==> src/rtl/csr_access_ctrl.sv <==
// csr_access_ctrl
// Two-port (core / debug) arbiter and read-modify-write sequencer in front of
// a synchronous-read CSR file. Each accepted request runs IDLE -> RD -> WB:
// RD presents the address to the CSR file, WB computes and writes the new value
// and returns the old one to the requesting port. Addresses whose top two bits
// are 2'b11 are read-only; a write attempt there is suppressed and flagged.
//
// Ports
//   clk, rst_n                  clock, asynchronous active-low reset
//   core_req_* / dbg_req_*      request handshake + payload (op, wr_en, addr, wdata)
//   core_resp_* / dbg_resp_*    one-cycle response pulse, old value, illegal flag
//   csr_rd_addr / csr_rd_val    CSR file read port (one-cycle latency)
//   csr_write / csr_wr_addr / csr_wr_val   CSR file write port
//   busy                        sequencer not idle
module csr_access_ctrl #(
    parameter int ADDR_W = 12,
    parameter int DATA_W = 32
) (
    input  logic              clk,
    input  logic              rst_n,

    input  logic              core_req_valid,
    output logic              core_req_ready,
    input  logic [1:0]        core_op,
    input  logic              core_wr_en,
    input  logic [ADDR_W-1:0] core_addr,
    input  logic [DATA_W-1:0] core_wdata,
    output logic              core_resp_valid,
    output logic [DATA_W-1:0] core_rdata,
    output logic              core_illegal,

    input  logic              dbg_req_valid,
    output logic              dbg_req_ready,
    input  logic [1:0]        dbg_op,
    input  logic              dbg_wr_en,
    input  logic [ADDR_W-1:0] dbg_addr,
    input  logic [DATA_W-1:0] dbg_wdata,
    output logic              dbg_resp_valid,
    output logic [DATA_W-1:0] dbg_rdata,
    output logic              dbg_illegal,

    output logic [ADDR_W-1:0] csr_rd_addr,
    input  logic [DATA_W-1:0] csr_rd_val,
    output logic              csr_write,
    output logic [ADDR_W-1:0] csr_wr_addr,
    output logic [DATA_W-1:0] csr_wr_val,

    output logic              busy
);

    typedef enum logic [1:0] {IDLE, RD, WB} state_t;

    state_t            state;
    logic              prio_dbg;   // 1: debug port favoured on contention
    logic              src_dbg;    // owner of the in-flight access
    logic [1:0]        op_q;
    logic              wr_en_q;
    logic [ADDR_W-1:0] addr_q;
    logic [DATA_W-1:0] wdata_q;
    logic [DATA_W-1:0] core_rdata_q;
    logic [DATA_W-1:0] dbg_rdata_q;

    logic              idle;
    logic              in_wb;
    logic              core_go;
    logic              dbg_go;
    logic              do_wr;
    logic              ro;
    logic [DATA_W-1:0] new_val;

    assign idle  = (state == IDLE);
    assign in_wb = (state == WB);
    assign busy  = !idle;

    // Favoured requester wins; the other only gets in when the favoured one is quiet.
    assign core_req_ready = idle && (!prio_dbg || !dbg_req_valid);
    assign dbg_req_ready  = idle && ( prio_dbg || !core_req_valid);
    assign core_go = core_req_valid && core_req_ready;
    assign dbg_go  = dbg_req_valid && dbg_req_ready;

    assign do_wr = (op_q == 2'b01) || (op_q[1] && wr_en_q);
    assign ro    = (addr_q[ADDR_W-1 -: 2] == 2'b11);

    always_comb begin
        new_val = wdata_q;
        case (op_q)
            2'b10:   new_val = csr_rd_val | wdata_q;
            2'b11:   new_val = csr_rd_val & ~wdata_q;
            default: new_val = wdata_q;
        endcase
    end

    // The old value only appears on csr_rd_val during WB, so the write port and
    // the response are decoded from state rather than registered a cycle late.
    assign csr_rd_addr = addr_q;
    assign csr_write   = in_wb && do_wr && !ro;
    assign csr_wr_addr = in_wb ? addr_q  : '0;
    assign csr_wr_val  = in_wb ? new_val : '0;

    assign core_resp_valid = in_wb && !src_dbg;
    assign dbg_resp_valid  = in_wb &&  src_dbg;
    assign core_illegal    = core_resp_valid && do_wr && ro;
    assign dbg_illegal     = dbg_resp_valid  && do_wr && ro;
    // Old value passes straight through on the pulse, then is held.
    assign core_rdata = core_resp_valid ? csr_rd_val : core_rdata_q;
    assign dbg_rdata  = dbg_resp_valid  ? csr_rd_val : dbg_rdata_q;

    always_ff @(posedge clk or negedge rst_n) begin
        if (!rst_n) begin
            state        <= IDLE;
            prio_dbg     <= 1'b0;
            src_dbg      <= 1'b0;
            op_q         <= 2'b00;
            wr_en_q      <= 1'b0;
            addr_q       <= '0;
            wdata_q      <= '0;
            core_rdata_q <= '0;
            dbg_rdata_q  <= '0;
        end else begin
            case (state)
                IDLE: begin
                    if (core_go) begin
                        op_q     <= core_op;
                        wr_en_q  <= core_wr_en;
                        addr_q   <= core_addr;
                        wdata_q  <= core_wdata;
                        src_dbg  <= 1'b0;
                        prio_dbg <= 1'b1;
                        state    <= RD;
                    end else if (dbg_go) begin
                        op_q     <= dbg_op;
                        wr_en_q  <= dbg_wr_en;
                        addr_q   <= dbg_addr;
                        wdata_q  <= dbg_wdata;
                        src_dbg  <= 1'b1;
                        prio_dbg <= 1'b0;
                        state    <= RD;
                    end
                end
                RD: state <= WB;
                WB: begin
                    if (src_dbg) dbg_rdata_q  <= csr_rd_val;
                    else         core_rdata_q <= csr_rd_val;
                    state <= IDLE;
                end
                default: state <= IDLE;
            endcase
        end
    end

endmodule
==> config.mk <==
export PLATFORM = sky130hd
export DESIGN_NAME = csr_access_ctrl
export DESIGN_NICKNAME = d
export VERILOG_FILES = /design/src/rtl/csr_access_ctrl.sv
export SDC_FILE = /design/constraint.sdc
export NUM_CORES = 1
export LEC_CHECK = 0
export CAP_MARGIN = 10
export CORE_MARGIN = 5
export CORE_UTILIZATION = 39
export CTS_BUF_LIST = sky130_fd_sc_hd__clkbuf_2
export CTS_CLUSTER_SIZE = 16
export DETAILED_ROUTE_END_ITERATION = 10
export PLACE_DENSITY = 0.79
export SLEW_MARGIN = 10
export SYNTH_ARGS = -nofsm -noshare
export SYNTH_HDL_FRONTEND = slang
export SYNTH_SLANG_ARGS = --single-unit
export TNS_END_PERCENT = 20
==> constraint.sdc <==
create_clock -name clk -period 1.44 [get_ports clk]
set_input_delay 0.144 -clock clk [delete_from_list [all_inputs] [get_ports clk]]
set_output_delay 0.144 -clock clk [all_outputs]
set_load 0.02 [all_outputs]
==> Word level (Yosys, flattened, before mapping) <==
Cells that the tools add are included.
{ "op_classes": {"eq_ne": 7, "mul": 0, "muxes": 20, "div_mod_pow": 0, "add_sub_neg": 0, "shift": 0, "bitwise": 4, "n_reduce_logical": 27, "n_lt_le_gt_ge": 0} }
{ "ops": {"columns": ["op", "n"], "rows": [
  ["$mux W32", 5],
  ["$pmux W32 S2", 1],
  ["$mux W12", 3],
  ["$and A32 B32 Y32", 1],
  ["$not A32 Y32", 1],
  ["$or A32 B32 Y32", 1],
  ["$logic_and A1 B1 Y1", 13],
  ["$eq A2 B2 Y1 const B", 4],
  ["$mux W2", 4],
  ["$logic_not A1 Y1", 6],
  ["$mux W1", 6],
  ["$reduce_and A2 Y1", 3],
  ["$eq A2 B1 Y1 const B", 2],
  ["$pmux W2 S2", 1],
  ["$logic_or A1 B1 Y1", 3],
  ["$ne A3 B1 Y1 const B", 1],
  ["$logic_not A2 Y1", 1],
  ["$reduce_bool A2 Y1", 1],
  ["$not A1 Y1", 1]
]} }
{ "totals": {"output_inout_bits": 128, "elab_cells": 67, "mem_count": 0, "reg_bits": 115, "mem_bits_ro": 0, "latchBits": 0, "ramBits": 0, "inputBits": 130} }

==> Longest topological paths before layout <==
{ "depth": {"ltp_word": 7, "depth_mapped": 6, "ltp_nobuf": 4} }

==> Worst setup path before layout <==
Ideal clock, no wire load.
{ "synth_timing": {"path_type": "register to register", "from": "register state[0]", "to": "register core_rdata_q[22]", "arrival_ps": 1469, "stages_incl_launch_ff": 6, "required_time_ps": 1292, "setup_time_ps": 148, "path_slack_ps": -176, "synth_period_minus_slack_ps": 1616, "path_buffers": 2, "cell_sequence": "dfrtp_1 nand2b_1 buf_2 nor2_4 buf_4 mux2_2"} }
{ "synth_between": {"elab_chain_len": 2} }
{ "synth_rtl": {"columns": ["item", "line", "text"], "rows": [
  ["start, declared", "53", "state_t state;"],
  ["start signal, assigned", "110", "state <= IDLE;"],
  ["start signal, assigned", "129", "state <= RD;"],
  ["start signal, assigned", "137", "state <= RD;"],
  ["$eq A2 B2 Y1", "120", "case (state)"],
  ["$reduce_and A2 Y1 (no source line)", null, null],
  ["end signal, assigned", "143", "else core_rdata_q <= csr_rd_val;"],
  ["end, declared", "60", "logic [DATA_W-1:0] core_rdata_q;"]
]} }
No other way between the ends.
A chain may end at the register's enable or synchronous reset.

==> Worst setup path after layout <==
{ "layout_timing": {"from": "register state[1]", "to": "output dbg_rdata[13]"} }
{ "layout_between": {"elab_chain_len": 3} }
{ "layout_rtl": {"columns": ["item", "line", "text"], "rows": [
  ["$eq A2 B2 Y1", "72", "assign in_wb = (state == WB);"],
  ["$logic_and A1 B1 Y1", "101", "assign dbg_resp_valid = in_wb && src_dbg;"],
  ["$mux W32", "106", "assign dbg_rdata = dbg_resp_valid ? csr_rd_val : dbg_rdata_q;"],
  ["end, declared", "39", "output logic [DATA_W-1:0] dbg_rdata,"]
]} }
No other way between the ends.

==> qor.yml <==
synthesis:
  yosys-top-cells-area: "dfrtp_1, mux2_2, a221o_1"
  yosys_most_used_dff: "dfrtp_1"
  netlist_area_um2: 5700
  ys_ff_latch: 115
  ys_types: 29
  synthesis.nets: 630
  synth_top_family_by_area: "simple AND/OR/NAND/NOR gates"
  yosys_warnings: 0
  synth_xor_area_share_pct: 0
  yosys-mux-area-fraction_pct: 12.8
  ys_seq_area_share_pct: 50.5
  synth_top_area_cell: "dfrtp_1"
  synth_top_area_share_pct: 50.5
  synth_edf_count: 0
  synthCells: 500
  synth-simple-area-share_pct: 20.3
  synth-compound-area-share_pct: 12.0
  synth-adder-area-share_pct: 0
  async_flop_share_pct: 100
  avgSynthCellArea_um2: 11.4
pwr:
  ir_drop_mv: 1.20
  leakagePower_nw: 4.58
  cellPowerDensity_nw_per_um2: 2390
  p_total_mw: 23.0
route:
  antenna_left: 0
  wire_per_inst_um: 21.3
  drt-initial-drc-count: 351
  remaining_drc_errors: 0
  vias_per_cell: 5.39
  drt_wl_total_um: 21800
  via_count: 5524
  dr.pass1.iters: 5
status:
  outcome: "finished with violations"
  violations: "setup timing"
place:
  place_area_um2: 9090
  post-place-ws_ns: -0.548
  dp_hpwl_um: 14800
  portBuffers: 257
  gp_congestion: 0.833
timing:
  maxSlewViolCount: 0
  fin_skew_ns: 0.0374
  setup_viol_count_final: 177
  worst_pin_slew_ns: 0.527
  tns_ns: -92.21
  relSlewSlack_pct: 64.9
  max_freq_ghz: 0.436
  final-hold-violation-count: 0
  min_period_over_period_pct: 159
  min_period_ns: 2.30
  setup_slack_ns: -0.856
  rsz0062_at_grt: "true"
floorplanning:
  core-area_um2: 14400
  rows: 44
  die_w_um: 131
  die_y_um: 131
  die_area_um2: 17100
  pin_count: 258
  initial_core_util_pct: 39.5
setup_path:
  critPathBufInv: 2
  reg2reg_depth: 6
  critical_path_arrival_ns: 2.15
  r2r_slack_ns: -0.19
  worstPathCellList: "and2b_2, nand2_8, buf_12, mux2_2, buf_4"
  crit_path_end_kind: "primary output"
  cp-start-kind: "flip-flop"
  cp.depth: 5
  crit_fanout: 6
  path_class: "reg -> out"
  cp_slowest_cell: "dfrtp_1"
  cp_top_family: "flip-flops"
  max_stage_delay_ns: 0.43
  cp_data_required_time_ns: 1.30
clock_tree:
  ctsHtreeMaxLevel: 4
  cts_tree: "yes"
  numCtsBuffers: 17
  clk_latency_ns: 0.71
  numClockSinks: 115
  cts-root-buf: "clkbuf_2"
  ctsLongestPathBuffers: 2
  clkTransAtPathRegs_ns: 0.18
hold_path:
  hold_class: "in -> reg"
  holdPathStages: 2
global_route:
  antenna_found_initial: 0
  grt_max_degree: 43
  track_usage_pct: 24.8
  grt_pass1_wl_um: 32100
  grt_overflow_total: 0
  grt_pass1_vias: 5923
run:
  drv_cap: 0
final_layout:
  n_antenna_cell: 0
  final_nets: 959
  fin_area_um2: 9660
  drive_gt1_share_pct: 40.1
  syn_to_final_growth_pct: 69.6
routing by layer:
layer | routed length [µm] | GRT usage (%) | vias up
met5 | 0 | 0 | -
li1 | - | - | 2515
met3 | 1950 | 8.86 | 43
met4 | 638 | 8.71 | 0
met1 | 8350 | 29.4 | 2712
met2 | 10900 | 41.7 | 254
Yosys cell counts (6+ instances only):
library cell / instances
dfrtp_1: 115
and3_1: 47
clkbuf_1: 21
nand3b_1: 33
buf_2: 13
and2_1: 12
buf_4: 6
nand2_1: 33
a21oi_1: 35
mux2_2: 64
nor3b_1: 47
a221o_1: 47
placed cells by master, fill, tap and decap left out, types with 2 or more instances in the layout:
cell / Yosys / layout
buf_6: 2 / 79
nand3b_1: 33 / 33
nor3b_1: 47 / 44
dlygate4sd2_1: 0 / 3
buf_4: 6 / 76
clkbuf_2: 1 / 36
mux2_4: 0 / 57
clkdlybuf4s50_1: 0 / 127
mux2_2: 64 / 7
inv_2: 1 / 2
buf_8: 0 / 5
nand2_1: 33 / 32
clkinv_1: 0 / 3
nor2_4: 1 / 3
buf_12: 0 / 16
and2_1: 12 / 11
clkinv_2: 0 / 5
a21oi_2: 0 / 3
clkdlybuf4s15_2: 0 / 3
a21oi_1: 35 / 32
nor3b_2: 0 / 3
dlygate4sd3_1: 0 / 4
nand2_2: 2 / 2
buf_2: 13 / 28
and3_1: 47 / 47
clkbuf_16: 0 / 2
a221o_1: 47 / 47
dfrtp_1: 115 / 115
power by group:
part	switching (mW)	total (mW)	internal, mW
registers	0.836	5.73	4.89
clock network	1.18	1.78	0.600
logic	7.51	15.5	8.03
total	9.52	23.0	13.5
per-stage QoR:
stage / cells / utilization, % / hold WS [ns]
floorplan: 500 / - / -0.152
global placement: 967 / 63.0 / 0.0883
detailed placement: 967 / 63.0 / 0.0908
CTS: 1017 / 65.5 / 0.0627
global route: 1024 / 67.0 / 0.0311
finish: 1024 / 67.0 / 0.134
flip-flops by register name (all words and copies together), names as in the netlist:
register      flops
core_rdata_q     32
dbg_rdata_q      32
wdata_q          32
csr_rd_addr      12
op_q              2
state             2
prio_dbg          1
src_dbg           1
wr_en_q           1
repair_timing:
action | 4_1_cts | 5_1_grt
setup endpoints to repair | 176 | 212
cloned | 4 | 2
buffers inserted | 12 | 9
resized for setup | 515 | 191
hold buffers | 4 | 1
pin swaps | 3 | 1
endpoints found under the hold margin | 118 | 11
path summary, 6_finish.rpt:
check | start | end
max in group asynchronous | rst_n | core_rdata_q[12]
setup / recovery | state[1] | dbg_rdata[13]
hold / removal | csr_rd_val[21] | core_rdata_q[21]
setup reg to reg | state[0] | wdata_q[20]
min in group asynchronous | rst_n | dbg_rdata_q[10]
hold reg to reg | dbg_rdata_q[4] | dbg_rdata_q[4]
logic make-up after synthesis:
family                 count (synthesis)
DFF                                  115
AOI/OAI and AO/OA                     86
and+or+nand+nor                      182
muxes                                 65
buffers and inverters                 52
area by class of cell:
cell class                      count  area, µm²
Timing Repair Buffer              358       3490
Clock inverter                      9       66.3
Sequential cell                   115       2880
Inverter                            4       20.0
Clock buffer                       21        105
Multi-Input combinational cell    333       2870
Tap cell                          184        230
Fill cell                        1088       4760
No activity file was read; power rests on OpenSTA's default activity.
